### src/rtl/syscall_unit.sv
// MIPS syscall service unit: print int/string/char, halt.
// Streams console bytes over valid/ready and walks strings in data memory.
module syscall_unit #(
    parameter int unsigned MAX_STR = 256
) (
    input  logic        clk,
    input  logic        rst_n,
    input  logic        sig_syscall,
    input  logic [31:0] v0,
    input  logic [31:0] a0,
    output logic        stall,
    output logic        mem_req,
    output logic [31:0] mem_addr,
    input  logic        mem_ack,
    input  logic [31:0] mem_rdata,
    output logic        char_valid,
    output logic [7:0]  char_data,
    input  logic        char_ready,
    output logic        halt,
    output logic        bad_code
);

    localparam int CW = $clog2(MAX_STR + 1);

    typedef enum logic [2:0] {
        S_IDLE,
        S_INT_SIGN,
        S_INT_DIG,
        S_INT_EMIT,
        S_STR_REQ,
        S_STR_EMIT,
        S_CHR_EMIT,
        S_HALT
    } state_t;

    state_t          state_q, state_d;
    logic [31:0]     mag_q, mag_d;
    logic [3:0]      p_q, p_d;
    logic [3:0]      dig_q, dig_d;
    logic            started_q, started_d;
    logic [31:0]     addr_q, addr_d;
    logic [CW-1:0]   cnt_q, cnt_d;
    logic [7:0]      byte_q, byte_d;
    logic            bad_q, bad_d;

    logic [31:0]     pw;
    logic [7:0]      sel_byte;
    logic [CW-1:0]   cnt_inc;

    function automatic logic [31:0] pow10(input logic [3:0] p);
        unique case (p)
            4'd9:    return 32'd1000000000;
            4'd8:    return 32'd100000000;
            4'd7:    return 32'd10000000;
            4'd6:    return 32'd1000000;
            4'd5:    return 32'd100000;
            4'd4:    return 32'd10000;
            4'd3:    return 32'd1000;
            4'd2:    return 32'd100;
            4'd1:    return 32'd10;
            default: return 32'd1;
        endcase
    endfunction

    assign pw      = pow10(p_q);
    assign cnt_inc = cnt_q + CW'(1);

    // Big-endian lane select within the fetched word
    always_comb begin
        unique case (addr_q[1:0])
            2'd0:    sel_byte = mem_rdata[31:24];
            2'd1:    sel_byte = mem_rdata[23:16];
            2'd2:    sel_byte = mem_rdata[15:8];
            default: sel_byte = mem_rdata[7:0];
        endcase
    end

    always_comb begin
        state_d   = state_q;
        mag_d     = mag_q;
        p_d       = p_q;
        dig_d     = dig_q;
        started_d = started_q;
        addr_d    = addr_q;
        cnt_d     = cnt_q;
        byte_d    = byte_q;
        bad_d     = 1'b0;

        unique case (state_q)
            S_IDLE: begin
                if (sig_syscall) begin
                    unique case (v0)
                        32'd1: begin
                            mag_d     = a0[31] ? (~a0 + 32'd1) : a0;
                            p_d       = 4'd9;
                            dig_d     = 4'd0;
                            started_d = 1'b0;
                            state_d   = a0[31] ? S_INT_SIGN : S_INT_DIG;
                        end
                        32'd4: begin
                            addr_d  = a0;
                            cnt_d   = '0;
                            state_d = S_STR_REQ;
                        end
                        32'd11: begin
                            byte_d  = a0[7:0];
                            state_d = S_CHR_EMIT;
                        end
                        32'd10:  state_d = S_HALT;
                        default: bad_d = 1'b1;
                    endcase
                end
            end
            S_INT_SIGN: begin
                if (char_ready) state_d = S_INT_DIG;
            end
            S_INT_DIG: begin
                if (mag_q >= pw) begin
                    mag_d = mag_q - pw;
                    dig_d = dig_q + 4'd1;
                end else if (dig_q != 4'd0 || started_q || p_q == 4'd0) begin
                    started_d = 1'b1;
                    state_d   = S_INT_EMIT;
                end else begin
                    p_d   = p_q - 4'd1;
                    dig_d = 4'd0;
                end
            end
            S_INT_EMIT: begin
                if (char_ready) begin
                    if (p_q == 4'd0) begin
                        state_d = S_IDLE;
                    end else begin
                        p_d     = p_q - 4'd1;
                        dig_d   = 4'd0;
                        state_d = S_INT_DIG;
                    end
                end
            end
            S_STR_REQ: begin
                if (mem_ack) begin
                    if (sel_byte == 8'd0) begin
                        state_d = S_IDLE;
                    end else begin
                        byte_d  = sel_byte;
                        state_d = S_STR_EMIT;
                    end
                end
            end
            S_STR_EMIT: begin
                if (char_ready) begin
                    addr_d  = addr_q + 32'd1;
                    cnt_d   = cnt_inc;
                    state_d = (cnt_inc == CW'(MAX_STR)) ? S_IDLE : S_STR_REQ;
                end
            end
            S_CHR_EMIT: begin
                if (char_ready) state_d = S_IDLE;
            end
            S_HALT:  state_d = S_HALT;
            default: state_d = S_IDLE;
        endcase
    end

    always_ff @(posedge clk or negedge rst_n) begin
        if (!rst_n) begin
            state_q   <= S_IDLE;
            mag_q     <= '0;
            p_q       <= '0;
            dig_q     <= '0;
            started_q <= 1'b0;
            addr_q    <= '0;
            cnt_q     <= '0;
            byte_q    <= '0;
            bad_q     <= 1'b0;
        end else begin
            state_q   <= state_d;
            mag_q     <= mag_d;
            p_q       <= p_d;
            dig_q     <= dig_d;
            started_q <= started_d;
            addr_q    <= addr_d;
            cnt_q     <= cnt_d;
            byte_q    <= byte_d;
            bad_q     <= bad_d;
        end
    end

    always_comb begin
        char_valid = 1'b0;
        char_data  = 8'd0;
        unique case (state_q)
            S_INT_SIGN: begin
                char_valid = 1'b1;
                char_data  = 8'h2D;
            end
            S_INT_EMIT: begin
                char_valid = 1'b1;
                char_data  = 8'h30 + {4'd0, dig_q};
            end
            S_STR_EMIT, S_CHR_EMIT: begin
                char_valid = 1'b1;
                char_data  = byte_q;
            end
            default: ;
        endcase
    end

    assign stall    = (state_q != S_IDLE) | sig_syscall;
    assign mem_req  = (state_q == S_STR_REQ);
    assign mem_addr = mem_req ? addr_q : 32'd0;
    assign halt     = (state_q == S_HALT);
    assign bad_code = bad_q;

endmodule

### config.mk
export PLATFORM = sky130hd
export DESIGN_NAME = syscall_unit
export DESIGN_NICKNAME = d
export VERILOG_FILES = /design/src/rtl/syscall_unit.sv
export SDC_FILE = /design/constraint.sdc
export NUM_CORES = 1
export LEC_CHECK = 0
export CAP_MARGIN = 20
export CORE_MARGIN = 4
export CORE_UTILIZATION = 35
export DETAILED_ROUTE_END_ITERATION = 8
export GPL_ROUTABILITY_DRIVEN = 0
export PLACE_DENSITY = 0.58
export SYNTH_ARGS = -nofsm -noshare
export SYNTH_HDL_FRONTEND = slang
export SYNTH_SLANG_ARGS = --single-unit
### constraint.sdc
create_clock -name clk -period 7.32 [get_ports clk]
set_input_delay 1.464 -clock clk [delete_from_list [all_inputs] [get_ports clk]]
set_output_delay 1.464 -clock clk [all_outputs]
set_load 0.02 [all_outputs]
==> results of run 1 <==
-- where the power goes --
group	switching (uW)	internal, uW	total, uW
Combinational	58.0	66.5	125
Sequential	0.000000198	519	519
Clock	239	245	485
-- critical path: stages, from the launching register on --
cell             delay (ns)
dfrtp_1                0.86
buf_4                  0.39
nand2_1                0.57
nor2_1                 0.31
clkdlybuf4s50_1        0.66
-- how the worst min path moves through the flow --
stage                         start         to  slack [ns]  cells after the start
after global routing      mag_q[17]  mag_q[17]        0.52                      2
final                      mag_q[0]   mag_q[0]        0.49                      2
after global placement     mag_q[0]   mag_q[0]        0.46                      2
after detailed placement  mag_q[17]  mag_q[17]        0.47                      2
after floorplan           mag_q[17]  mag_q[17]        0.45                      2
after CTS                 mag_q[17]  mag_q[17]        0.49                      2
-- metal layers --
layer / vias up / GRT usage / part of all wire
met2: 266 / 0.3314 / 0.46
met3: 33 / 0.03112 / 0.053
met4: 0 / 0.04651 / 0.016
li1: 4287 / - / -
met5: - / 0 / 0
met1: 4125 / 0.2984 / 0.47
-- sequential cells by signal, indices dropped and copies added, names as in the netlist --
register and flops:
dig_q 4, byte_q 8, started_q 1, p_q 4
bad_code 1, state_q 3, mag_q 32, addr_q 32
cnt_q 9
-- layout make-up --
cell class                      count  area [um2]
Sequential cell                    94        2352
Tap cell                          319       399.1
Multi-Input combinational cell    922        5796
Timing Repair Buffer              156        1531
Inverter                           30       112.6
Clock inverter                      6       51.30
Fill cell                        2423       13270
Clock buffer                       10       239.0
-- cell usage in the layout (no fill, tap or decap), types with 11 or more instances in the layout --
cell             instances
a21o_1                  13
a21oi_1                115
a2bb2oi_1               11
a31oi_1                 13
and3_1                  52
buf_4                   12
clkdlybuf4s50_1        144
dfrtp_1                 94
ha_1                    44
inv_1                   30
nand2_1                143
nand2b_1                13
nand3_1                 28
nor2_1                  86
nor3_1                  21
nor4_1                  12
o21ai_0                104
o22ai_1                 13
xnor2_1                 20
xor2_1                  36
-- logic make-up (layout without fill, tap and decap cells) --
kind of cell,after synthesis,after routing,share of synthesized area
buf+inv,100,202,0.04840
fa+ha+maj,45,45,0.06668
compound gates,384,384,0.2910
mux,15,15,0.01930
xor+xnor,56,56,0.05732
flops,94,94,0.2749
simple gates,422,422,0.2424
-- stage by stage --
stage          setup slack (ns)  area [um2]  utilization
6_report                  2.696       10480       0.4413
5_1_grt                   2.451       10480       0.4413
4_1_cts                   2.714       10480       0.4413
3_5_place_dp              2.986       10190       0.4290
3_3_place_gp              2.997       10190       0.4290
2_1_floorplan             3.942        8557            -
==> impl_metrics.tcl, run 1 <==
set metrics [dict create \
    vdd_drop_max_uv 99.12 \
    pwr_density_cell_nw_per_um2 107.6 \
    worst_pin_slew_ns 0.8631 \
    required_ns 5.86 \
    grt_pass1_wl_um 45520 \
    whs_ns 0.4855 \
    synth-edff-count 0 \
    r2r_slack_ns 2.93 \
    syn-num-nets 1262 \
    clock_latency_ns 0.36 \
    ant_nets 0 \
    syn_inst 1116 \
    async_flop_share 1.000 \
    clockBufferDepth 2 \
    cts_num_sinks 94 \
    finalHoldViolations 0 \
    r2r_end "p_q[1]" \
    die_w_um 164.4 \
    hold_buffers 0 \
    critPathLaunchType "flop" \
    p_leak_uw 0.004235 \
    period_share 0.6318 \
    synth_top_flop_cell "dfrtp_1" \
    hp-class "flop to flop" \
    ys_seq_area_frac 0.2749 \
    yosysWarnings 0 \
    setup_tns_ns 0 \
    grt_pass1_vias 8576 \
    netlist_area_um2 8557 \
    grt_overflow 0 \
    grt_max_degree 69 \
    postCtsSetupRepairBufs 0 \
    yosys.cell_types.count 86 \
    finClkSkew_ns 0.01163 \
    synth.area.top_cells "dfrtp_1, a21oi_1, ha_1" \
    p_total_uw 1128 \
    crit_start "state_q[2]" \
    cts_buffers 9 \
    endpoint_kind "primary output" \
    status "completed" \
    r2r_cells 13 \
    dp.final_hpwl_um 20840 \
    r2r_start "p_q[2]" \
    cts.clk_slew.worst_paths_ns 0.08 \
    synth_top_area_frac 0.2749 \
    setup_violations 0 \
    io_pins 146 \
    die-area_um2 27010 \
    wire_per_inst_um 18.18 \
    min_period_ns 4.624 \
    cap_violations 0 \
    fmax_mhz 216.2 \
    synth_top_area_cell "dfrtp_1" \
    stdcell_count 1537 \
    antennaDiodeCount 0 \
    worstPathMaxFanout 27 \
    port_buffers 145 \
    critPathKind "flop to primary output" \
    htree_num_levels 3 \
    grt_setup_unrepaired "no" \
    track_usage 0.2080 \
    totalWireLength_um 27940 \
    nNetsFinal 1359 \
    drive_gt1_frac 0.06076 \
    drtIter0Drc 647 \
    dp_cells 1521 \
    relSlewSlack 0.4232 \
    cts.repair.resized 0 \
    endpoint "mem_addr[1]" \
    vias_per_cell 5.668 \
    root_buffer "clkbuf_16" \
    initial_core_util 0.3603 \
    vias 8711 \
    area_growth_pct 22.49 \
    avgSynthCellArea_um2 7.668 \
    first_pass_iters 5 \
    maxSlewViolCount 0 \
    cts_tree "done" \
    die_h_um 164.4 \
    drcViolationCount 0 \
    ys_seq_elements 94 \
    yosys-top-cells-count "nand2_1, a21oi_1, o21ai_0, dfrtp_1, nor2_1" \
    cp.arrival_ns 3.16 \
    grt_antenna_before_repair 0 \
    row_count 56 \
    post-synth-top-count-cell "nand2_1" \
    core_area_um2 23750 \
]
Note: power is estimated with default switching activity, not from simulation.
==> run 2: changes to the inputs <==
==> constraint.sdc (replaced) <==
create_clock -name clk -period 4.75 [get_ports clk]
set_input_delay 0.95 -clock clk [delete_from_list [all_inputs] [get_ports clk]]
set_output_delay 0.95 -clock clk [all_outputs]
set_load 0.02 [all_outputs]
==> run 2 against run 1 <==
Via count shrank 1.9%. Largest cell class unchanged. Clock skew shrank 0.0030 ns. Largest power group unchanged. Critical path depth grew 8. Global-route usage is essentially flat.
==> impl_metrics.tcl, run 2 (synthesis results as in run 1) <==
set metrics [dict create \
    grt_setup_unrepaired "no" \
    htree_num_levels 3 \
    power_frac_seq 0.450 \
    dp.final_hpwl_um 21060 \
    io_pins 146 \
    vdd_drop_max_uv 202.7 \
    whs_ns 0.4963 \
    period_share 0.8435 \
    clockBufferDepth 2 \
    die-area_um2 27010 \
    track_usage 0.2077 \
    ant_nets 0 \
    drive_gt1_frac 0.06296 \
    core_area_um2 23750 \
    setup_violations 0 \
    dp_cells 1526 \
    port_buffers 145 \
    crit_start "p_q[2]" \
    hold_buffers 0 \
    critPathKind "flop to flop" \
    cts.repair.resized 0 \
    p_switching_uw 448.0 \
    cp.arrival_ns 4.28 \
    largest_registers "addr_q x32, mag_q x32, cnt_q x9" \
    power_frac_clock 0.442 \
    postCtsSetupRepairBufs 0 \
    p_leak_uw 0.004268 \
    critPathLaunchType "flop" \
    p_int_uw 1330 \
    cap_violations 0 \
    r2r_slack_ns 0.74 \
    grt_overflow 0 \
    finClkSkew_ns 0.008589 \
    cp_slowest_cell "nor2b_1" \
    die_w_um 164.4 \
    relSlewSlack 0.3985 \
    die_h_um 164.4 \
    layout_common_cells "clkdlybuf4s50_1, nand2_1, a21oi_1" \
    min_period_ns 4.007 \
    endpoint_kind "flop" \
    initial_core_util 0.3603 \
    status "completed" \
    grt_antenna_before_repair 0 \
    clock_latency_ns 0.36 \
    switching_share 0.2519 \
    cts.clk_slew.worst_paths_ns 0.07 \
    vias 8549 \
    nNetsFinal 1364 \
    cts_tree "done" \
    first_pass_iters 5 \
    area_growth_pct 23.06 \
    required_ns 5.02 \
    cts_num_sinks 94 \
    hp-start "mag_q[7]" \
    worst_pin_slew_ns 0.9022 \
    drtIter0Drc 597 \
    grt_pass1_vias 8415 \
    fmax_mhz 249.6 \
    r2r_start "p_q[2]" \
    wire_per_inst_um 18.12 \
    setup_tns_ns 0 \
    cts_buffers 9 \
    grt_max_degree 64 \
    antennaDiodeCount 0 \
    root_buffer "clkbuf_16" \
    row_count 56 \
    vias_per_cell 5.544 \
    crit_path_cell_trace "nor2b_1, o21ai_0, a21boi_0, ha_1, nand4_1, nor4_1, nor2_1, a211oi_1, o31ai_4, buf_4, or4_1, o211ai_1" \
    stdcell_count 1542 \
    worstPathMaxFanout 35 \
    totalWireLength_um 27940 \
    max_stage_delay_ns 0.61 \
    grt_pass1_wl_um 45490 \
    drcViolationCount 0 \
    pwr_density_cell_nw_per_um2 168.9 \
    combPwrFrac 0.108 \
    final_common_cell "clkdlybuf4s50_1" \
    finalHoldViolations 0 \
    maxSlewViolCount 0 \
    hp-class "flop to flop" \
]
-- run 2: cell count changes in the layout (fill, tap and decap cells not counted), sizes merged --
cell,previous run,this run
buf,12,17
clkbuf,10,12
inv,33,31
bufinv,0,1
clkinvlp,1,0
-- run 2: worst max-delay path, delay by kind of cell (launching register included) --
kind	cells	cell delay (ns)
AND/OR/NAND/NOR	5	1.61
AO/OA/AOI/OAI	5	1.10
flip-flops	1	0.55
adder cells (fa/ha/maj)	1	0.41
buffers and inverters	1	0.24
-- run 2: metal layers --
layer | track usage | wire, um | share of wire
met1 | 0.3050 | 13740 | 0.49
met2 | 0.3235 | 12390 | 0.44
met3 | 0.02710 | 1380 | 0.049
met4 | 0.04994 | 423 | 0.015
met5 | 0 | 0 | 0
-- run 2: layout make-up --
cell class / instances / area, um2
multi-input combinational: 922 / 5796
tap: 319 / 399.1
clock inverter: 4 / 55.05
timing repair buffer: 161 / 1569
sequential: 94 / 2352
clock buffer: 12 / 246.5
inverter: 30 / 112.6
fill: 2416 / 13220
-- run 2: stage by stage --
stage	worst slack (ns)	area (um2)	total power (uW)	util
2_1_floorplan	1.372	8557	870.8	-
3_3_place_gp	0.9364	10230	1008	0.4306
3_5_place_dp	0.8479	10230	1009	0.4306
4_1_cts	0.7842	10530	1792	0.4433
5_1_grt	0.4742	10530	1837	0.4433
6_report	0.7432	10530	1779	0.4433
-- run 2: worst paths after layout --
check	end	depth (start not counted)
worst max register to register	dig_q[2]	12
max in group asynchronous	cnt_q[2]	2
worst max-delay path	dig_q[2]	12
worst min register to register	mag_q[7]	2
worst min-delay path	mag_q[7]	2
min in group asynchronous	dig_q[1]	1
-- run 2: power groups by stage --
stage          Combinational (uW)  Sequential (uW)  Clock [uW]
6_report                      193              799         786
5_1_grt                       211              799         826
4_1_cts                       195              799         797
3_5_place_dp                  194              815           0
3_3_place_gp                  193              815           0
2_1_floorplan                55.2              816           0
